$ cat config.mk
export PLATFORM = sky130hd
export DESIGN_NAME = mc_controller
export DESIGN_NICKNAME = d
export VERILOG_FILES = /design/src/rtl/mc_controller.sv
export SDC_FILE = /design/constraint.sdc
export NUM_CORES = 1
export LEC_CHECK = 0
export ABC_AREA = 1
export CORE_MARGIN = 4
export CORE_UTILIZATION = 35
export DETAILED_ROUTE_END_ITERATION = 16
export PLACE_DENSITY = 0.64
export SYNTH_ARGS = -nofsm -noshare
export SYNTH_HDL_FRONTEND = slang
export SYNTH_SLANG_ARGS = --single-unit
$ cat constraint.sdc
create_clock -name clk -period 1.62 [get_ports clk]
set_input_delay 0.324 -clock clk [delete_from_list [all_inputs] [get_ports clk]]
set_output_delay 0.324 -clock clk [all_outputs]
set_load 0.05 [all_outputs]
$ cat src/rtl/mc_controller.sv
// mc_controller: multi-cycle control FSM for the MIPS datapath.
// Fetches over the imem handshake, decodes the latched IR and sequences the write strobes.
module mc_controller #(
    parameter int CNT_W         = 32,
    parameter int FETCH_TIMEOUT = 16
) (
    input  logic             clk,
    input  logic             rst_n,
    input  logic             run,
    input  logic             imem_rdy,
    input  logic [31:0]      instr,
    output logic             imem_req,
    output logic             ir_we,
    output logic             pc_we,
    output logic             reg_write,
    output logic [3:0]       alu_op,
    output logic             alu_srca,
    output logic             alu_srcb,
    output logic             reg_dst,
    output logic             ext_op,
    output logic             jump,
    output logic             jr,
    output logic [2:0]       state,
    output logic [CNT_W-1:0] retired,
    output logic [1:0]       fault
);

    localparam int TW = $clog2(FETCH_TIMEOUT);
    localparam logic [TW-1:0] CNT_LAST = TW'(FETCH_TIMEOUT - 1);

    typedef enum logic [2:0] {
        S_IDLE   = 3'd0,
        S_FETCH  = 3'd1,
        S_DECODE = 3'd2,
        S_EXEC   = 3'd3,
        S_WB     = 3'd4,
        S_TRAP   = 3'd5
    } state_t;

    localparam logic [3:0] ALU_AND = 4'b0000;
    localparam logic [3:0] ALU_OR  = 4'b0001;
    localparam logic [3:0] ALU_ADD = 4'b0010;
    localparam logic [3:0] ALU_SUB = 4'b0110;
    localparam logic [3:0] ALU_SLT = 4'b0111;
    localparam logic [3:0] ALU_SLL = 4'b1000;
    localparam logic [3:0] ALU_SRL = 4'b1001;

    state_t            state_q;
    logic [31:0]       ir_q;
    logic [TW-1:0]     cnt_q;
    logic [CNT_W-1:0]  retired_q;
    logic [1:0]        fault_q;

    logic              dec_legal;
    logic              dec_j;
    logic              dec_jr;
    logic [3:0]        dec_alu_op;
    logic              dec_srca;
    logic              dec_srcb;
    logic              dec_reg_dst;
    logic              dec_ext;

    // Register and immediate fields of IR belong to the datapath, not to control.
    logic              unused_ir;
    assign unused_ir = ^ir_q[25:6];

    always_comb begin
        dec_legal   = 1'b0;
        dec_j       = 1'b0;
        dec_jr      = 1'b0;
        dec_alu_op  = ALU_AND;
        dec_srca    = 1'b0;
        dec_srcb    = 1'b0;
        dec_reg_dst = 1'b0;
        dec_ext     = 1'b0;
        case (ir_q[31:26])
            6'b000000: begin
                dec_reg_dst = 1'b1;
                case (ir_q[5:0])
                    6'b100000: begin dec_legal = 1'b1; dec_alu_op = ALU_ADD; end
                    6'b100010: begin dec_legal = 1'b1; dec_alu_op = ALU_SUB; end
                    6'b100100: begin dec_legal = 1'b1; dec_alu_op = ALU_AND; end
                    6'b100101: begin dec_legal = 1'b1; dec_alu_op = ALU_OR;  end
                    6'b101010: begin dec_legal = 1'b1; dec_alu_op = ALU_SLT; end
                    6'b000000: begin
                        dec_legal  = 1'b1;
                        dec_alu_op = ALU_SLL;
                        dec_srca   = 1'b1;
                        dec_srcb   = 1'b1;
                    end
                    6'b000010: begin
                        dec_legal  = 1'b1;
                        dec_alu_op = ALU_SRL;
                        dec_srca   = 1'b1;
                        dec_srcb   = 1'b1;
                    end
                    6'b001000: begin dec_legal = 1'b1; dec_jr = 1'b1; end
                    default: ;
                endcase
            end
            6'b001000: begin
                dec_legal  = 1'b1;
                dec_alu_op = ALU_ADD;
                dec_srcb   = 1'b1;
                dec_ext    = 1'b1;
            end
            6'b001100: begin dec_legal = 1'b1; dec_alu_op = ALU_AND; dec_srcb = 1'b1; end
            6'b001101: begin dec_legal = 1'b1; dec_alu_op = ALU_OR;  dec_srcb = 1'b1; end
            6'b000010: begin dec_legal = 1'b1; dec_j = 1'b1; end
            default: ;
        endcase
    end

    // The fetch counter only advances on stalled FETCH cycles; TRAP is sticky until reset.
    always_ff @(posedge clk) begin
        if (rst_n) begin
            state_q   <= S_IDLE;
            ir_q      <= '0;
            cnt_q     <= '0;
            retired_q <= '0;
            fault_q   <= 2'b00;
        end else begin
            case (state_q)
                S_IDLE: begin
                    if (run) state_q <= S_FETCH;
                end
                S_FETCH: begin
                    if (imem_rdy) begin
                        ir_q    <= instr;
                        cnt_q   <= '0;
                        state_q <= S_DECODE;
                    end else if (cnt_q == CNT_LAST) begin
                        cnt_q   <= '0;
                        fault_q <= 2'b10;
                        state_q <= S_TRAP;
                    end else begin
                        cnt_q <= cnt_q + TW'(1);
                    end
                end
                S_DECODE: begin
                    if (!dec_legal) begin
                        fault_q <= 2'b01;
                        state_q <= S_TRAP;
                    end else if (dec_j || dec_jr) begin
                        retired_q <= retired_q + CNT_W'(1);
                        state_q   <= run ? S_FETCH : S_IDLE;
                    end else begin
                        state_q <= S_EXEC;
                    end
                end
                S_EXEC: state_q <= S_WB;
                S_WB: begin
                    retired_q <= retired_q + CNT_W'(1);
                    state_q   <= run ? S_FETCH : S_IDLE;
                end
                S_TRAP: ;
                default: state_q <= S_IDLE;
            endcase
        end
    end

    // Outputs follow the registered state and IR; ir_we alone looks at imem_rdy directly.
    always_comb begin
        imem_req  = 1'b0;
        ir_we     = 1'b0;
        pc_we     = 1'b0;
        reg_write = 1'b0;
        alu_op    = 4'b0000;
        alu_srca  = 1'b0;
        alu_srcb  = 1'b0;
        reg_dst   = 1'b0;
        ext_op    = 1'b0;
        jump      = 1'b0;
        jr        = 1'b0;
        if (!rst_n) begin
            case (state_q)
                S_FETCH: begin
                    imem_req = 1'b1;
                    ir_we    = imem_rdy;
                end
                S_DECODE: begin
                    if (dec_legal) begin
                        pc_we = dec_j | dec_jr;
                        jump  = dec_j;
                        jr    = dec_jr;
                    end
                end
                S_EXEC, S_WB: begin
                    alu_op    = dec_alu_op;
                    alu_srca  = dec_srca;
                    alu_srcb  = dec_srcb;
                    reg_dst   = dec_reg_dst;
                    ext_op    = dec_ext;
                    reg_write = (state_q == S_WB);
                    pc_we     = (state_q == S_WB);
                end
                default: ;
            endcase
        end
    end

    assign state   = state_q;
    assign retired = retired_q;
    assign fault   = fault_q;

endmodule

==> impl_metrics.py <==
metrics = {
    "yosys": {
        "yosysUniqueCellTypes": 37,
        "ys_ff_latch": 53,
        "synth_fp_nets": 498,
        "synth_xor_xnor_area_share_pct": 4.058,
        "syn_area_um2": 3022,
        "synth_fa_ha_area_share_pct": 0.8282,
        "synth-seq-area-share_pct": 35.11,
        "syn_inst": 460,
        "synthSimpleGateAreaFrac_pct": 37.06,
        "synth-main-ff-cell": "dfxtp_1",
        "synth_compound_area_share_pct": 13.37,
        "synth_edf_count": 0,
        "synth_top_family_by_area": "simple AND/OR/NAND/NOR gates",
        "synthMuxAreaShare_pct": 0,
        "synth.avg_cell_area_um2": 6.569,
        "ys_warn_count": 0,
        "postSynth.asyncResetShare_pct": 0,
    },
    "timing": {
        "worst_pin_slew_ps": 349.2,
        "worst_slack_ps": -377.2,
        "fmax_mhz": 500.7,
        "period_share_pct": 123.3,
        "slew_viol_final": 0,
        "tns_ps": -4112,
        "finalSetupViolCount": 28,
        "timing.hold.ws_ps": 458.8,
        "fin_skew_ps": 7.177,
        "rsz0062_at_grt": "true",
        "period_needed_ps": 1997,
        "maxSlewHeadroom_pct": 76.72,
        "hold_viol_final": 0,
    },
    "setup_path": {
        "r2r-start": "state[0]",
        "crit_start": "state[1]",
        "arrival_ps": 1670,
        "path_class": "flop to primary output",
        "start_kind": "flop",
        "critical_path_required_ps": 1300,
        "cp-end-kind": "primary output",
        "critPathMaxFanout": 4,
        "slowest_stage": "dfxtp_4",
        "slowest_delay_ps": 380,
        "crit_family": "simple AND/OR/NAND/NOR gates",
        "cp_cell_sequence": "nor2_4 -> nand2_2 -> nand2_2 -> nand2_4 -> nor2_4 -> nand2_4 -> o221ai_4 -> buf_12",
        "critPathBufInv": 1,
    },
    "clocking": {
        "tritoncts": "built",
        "cts.sinks": 53,
        "numCtsBuffers": 5,
        "cts_max_level": 2,
        "clk_latency_ps": 310,
        "cts_root_buffer": "clkbuf_8",
        "cts.clk_slew.worst_paths_ps": 100,
        "max-clock-path-buffers": 2,
    },
    "floorplanning": {
        "num_rows": 33,
        "die_area_um2": 10180,
        "ios": 87,
        "start_util_pct": 36.41,
        "fp.dieW_um": 100.9,
        "die_y_um": 100.9,
        "core_um2": 8299,
    },
    "hold_path": {
        "min-delay-start": "ir_q[31]",
        "hold_path.class": "flop to flop",
    },
    "pwr": {
        "ir_drop_uv": 724.4,
        "seqPwrFrac_pct": 30.4,
        "power.internal_mw": 2.997,
        "switchingPower_mw": 2.285,
        "p_leak_nw": 2.317,
        "combPwrFrac_pct": 55.5,
        "sw_frac_of_total_pct": 43.26,
        "clockPowerShare_pct": 14.1,
        "powerDensity_nw_per_um2": 949.0,
    },
    "detailed_routing": {
        "wl_um": 10910,
        "drt_iter0_drc": 236,
        "num_vias": 3602,
        "first_pass_iters": 5,
        "wl_per_cell_um": 15.37,
        "drc_errors": 0,
        "via_per_inst": 5.073,
        "ant_nets": 0,
    },
    "global_routing": {
        "gr-total-overflow": 0,
        "antenna_found_initial": 0,
        "grt_pass1_vias": 3306,
        "grt_util_all_layers_pct": 19.09,
        "grt_max_degree": 31,
        "grt_pass1_wl_um": 15700,
    },
    "run": {
        "drv_cap": 0,
    },
    "layout": {
        "drive_gt1_share_pct": 49.59,
        "nets": 642,
        "multi_input_area_um2": 2267,
        "fin_util_pct": 67.06,
        "final-seq-area_um2": 1117,
        "antenna_cells": 0,
        "syn2layout_area_growth_pct": 84.18,
        "nFillCells": 621,
    },
    "placement": {
        "post-dp-hpwl_um": 6884,
        "port_buffers": 66,
        "gp_congestion": 0.8969,
    },
    "run_status": {
        "violations": "setup timing",
        "status": "complete, but fails checks",
    },
}
==> repair_timing <==
item                                    4_1_cts  5_1_grt
endpoints found under the setup margin       27       57
hold buffers                                  0        0
hold endpoints to repair                      0        0
pin swaps                                    15       44
cloned                                        2        2
resized for setup                            49      129
buffers inserted                             14       12
==> cells in the mapped netlist, types with 2 or more instances <==
| cell | count | area share, % |
|---|---|---|
| a21o_1 | 2 | 0.50 |
| a21oi_1 | 38 | 6.3 |
| and3_1 | 3 | 0.62 |
| buf_2 | 4 | 0.66 |
| buf_8 | 2 | 0.99 |
| clkbuf_1 | 5 | 0.62 |
| dfxtp_1 | 53 | 35 |
| ha_1 | 2 | 0.83 |
| inv_1 | 49 | 6.1 |
| inv_2 | 5 | 0.62 |
| nand2_1 | 104 | 13 |
| nand2_2 | 4 | 0.83 |
| nand2_4 | 2 | 0.75 |
| nand3_1 | 30 | 5.0 |
| nand3_2 | 4 | 1.3 |
| nand4_1 | 6 | 1.2 |
| nor2_1 | 67 | 8.3 |
| nor2_2 | 7 | 1.4 |
| nor3_1 | 13 | 2.2 |
| nor3_2 | 2 | 0.66 |
| nor4_1 | 3 | 0.62 |
| o21ai_0 | 24 | 4.0 |
| o21ai_1 | 4 | 0.66 |
| o21bai_1 | 2 | 0.50 |
| xnor2_1 | 8 | 2.3 |
| xor2_1 | 6 | 1.7 |
==> cells in the final DEF (no fill, tap or decap), drive strengths merged <==
cell type      netlist  layout
a211oi               1       1
clkbuf               5       7
nand3               34      34
clkinv               0       3
xnor2                8       8
buf                  8     132
nand2              110     110
nand4                6       6
clkdlybuf4s50        0      14
nor3b                2       2
and3                 3       3
a21boi               1       1
o221ai               1       1
o21bai               3       3
a21oi               38      38
o21ai               28      28
ha                   2       2
nor3                16      16
inv                 55      56
dlymetal6s2s         0       1
nor4                 3       3
a21o                 2       2
xor2                 6       6
dfxtp               53      53
a32oi                1       1
nor2                74      74
==> logic make-up (layout without fill, tap and decap cells) <==
group | after synthesis | count (layout)
and+or+nand+nor | 248 | 248
AOI/OAI and AO/OA | 75 | 75
buffers and inverters | 68 | 213
DFF | 53 | 53
xor gates and xnor gates | 14 | 14
adders and majority gates | 2 | 2
==> routing by layer <==
layer  vias up  wire length, um  GRT usage [%]
met5         -                0              0
met4         0              236          5.317
met3        19              527          2.699
met2       121             5602          33.06
met1      1682             4543          24.69
li1       1780                -              -
==> power by group through the flow <==
| stage | clock network [mW] | registers [mW] | logic (mW) |
|---|---|---|---|
| finish | 0.744 | 1.61 | 2.93 |
| global route | 0.807 | 1.63 | 3.12 |
| CTS | 0.768 | 1.57 | 2.44 |
| detailed placement | 0 | 1.59 | 1.97 |
| global placement | 0 | 1.58 | 1.95 |
| floorplan | 0 | 1.75 | 1.11 |
==> path summary, 6_finish.rpt <==
path                    end  slack, ps  cells after the start
setup / recovery  alu_op[0]       -380                      8
hold / removal     ir_q[31]        460                      2
setup reg to reg   cnt_q[0]        -90                     11
hold reg to reg    ir_q[31]        460                      2
==> stage by stage <==
stage / worst slack, ps / std cells / instance area (um^2) / power (mW)
6_report: -377.2 / 710 / 5565 / 5.282
4_1_cts: -345.7 / 697 / 5037 / 4.776
5_1_grt: -469.7 / 710 / 5565 / 5.556
3_3_place_gp: -271.6 / 674 / 4641 / 3.530
2_1_floorplan: -356.7 / 460 / 3217 / 2.856
3_5_place_dp: -289.8 / 674 / 4641 / 3.560
==> area by class of cell <==
cell class / count / share of cell area, %
Timing Repair inverter: 3 / 0.8768
Inverter: 55 / 4.182
Clock inverter: 1 / 0.06745
Multi-Input combinational cell: 339 / 40.74
Timing Repair Buffer: 147 / 30.33
Tap cell: 105 / 2.361
Sequential cell: 53 / 20.08
Clock buffer: 7 / 1.371
==> flip-flops by register name, indices dropped and copies added (netlist names) <==
register,cells
retired,32
ir_q,12
cnt_q,4
state,3
fault,2
==> tightest hold or removal path, cell delays in order, from the launching register on <==
cell and delay (ps):
dfxtp_2 320, inv_2 50, a21oi_1 50
Power figures use the tool's default switching activity.
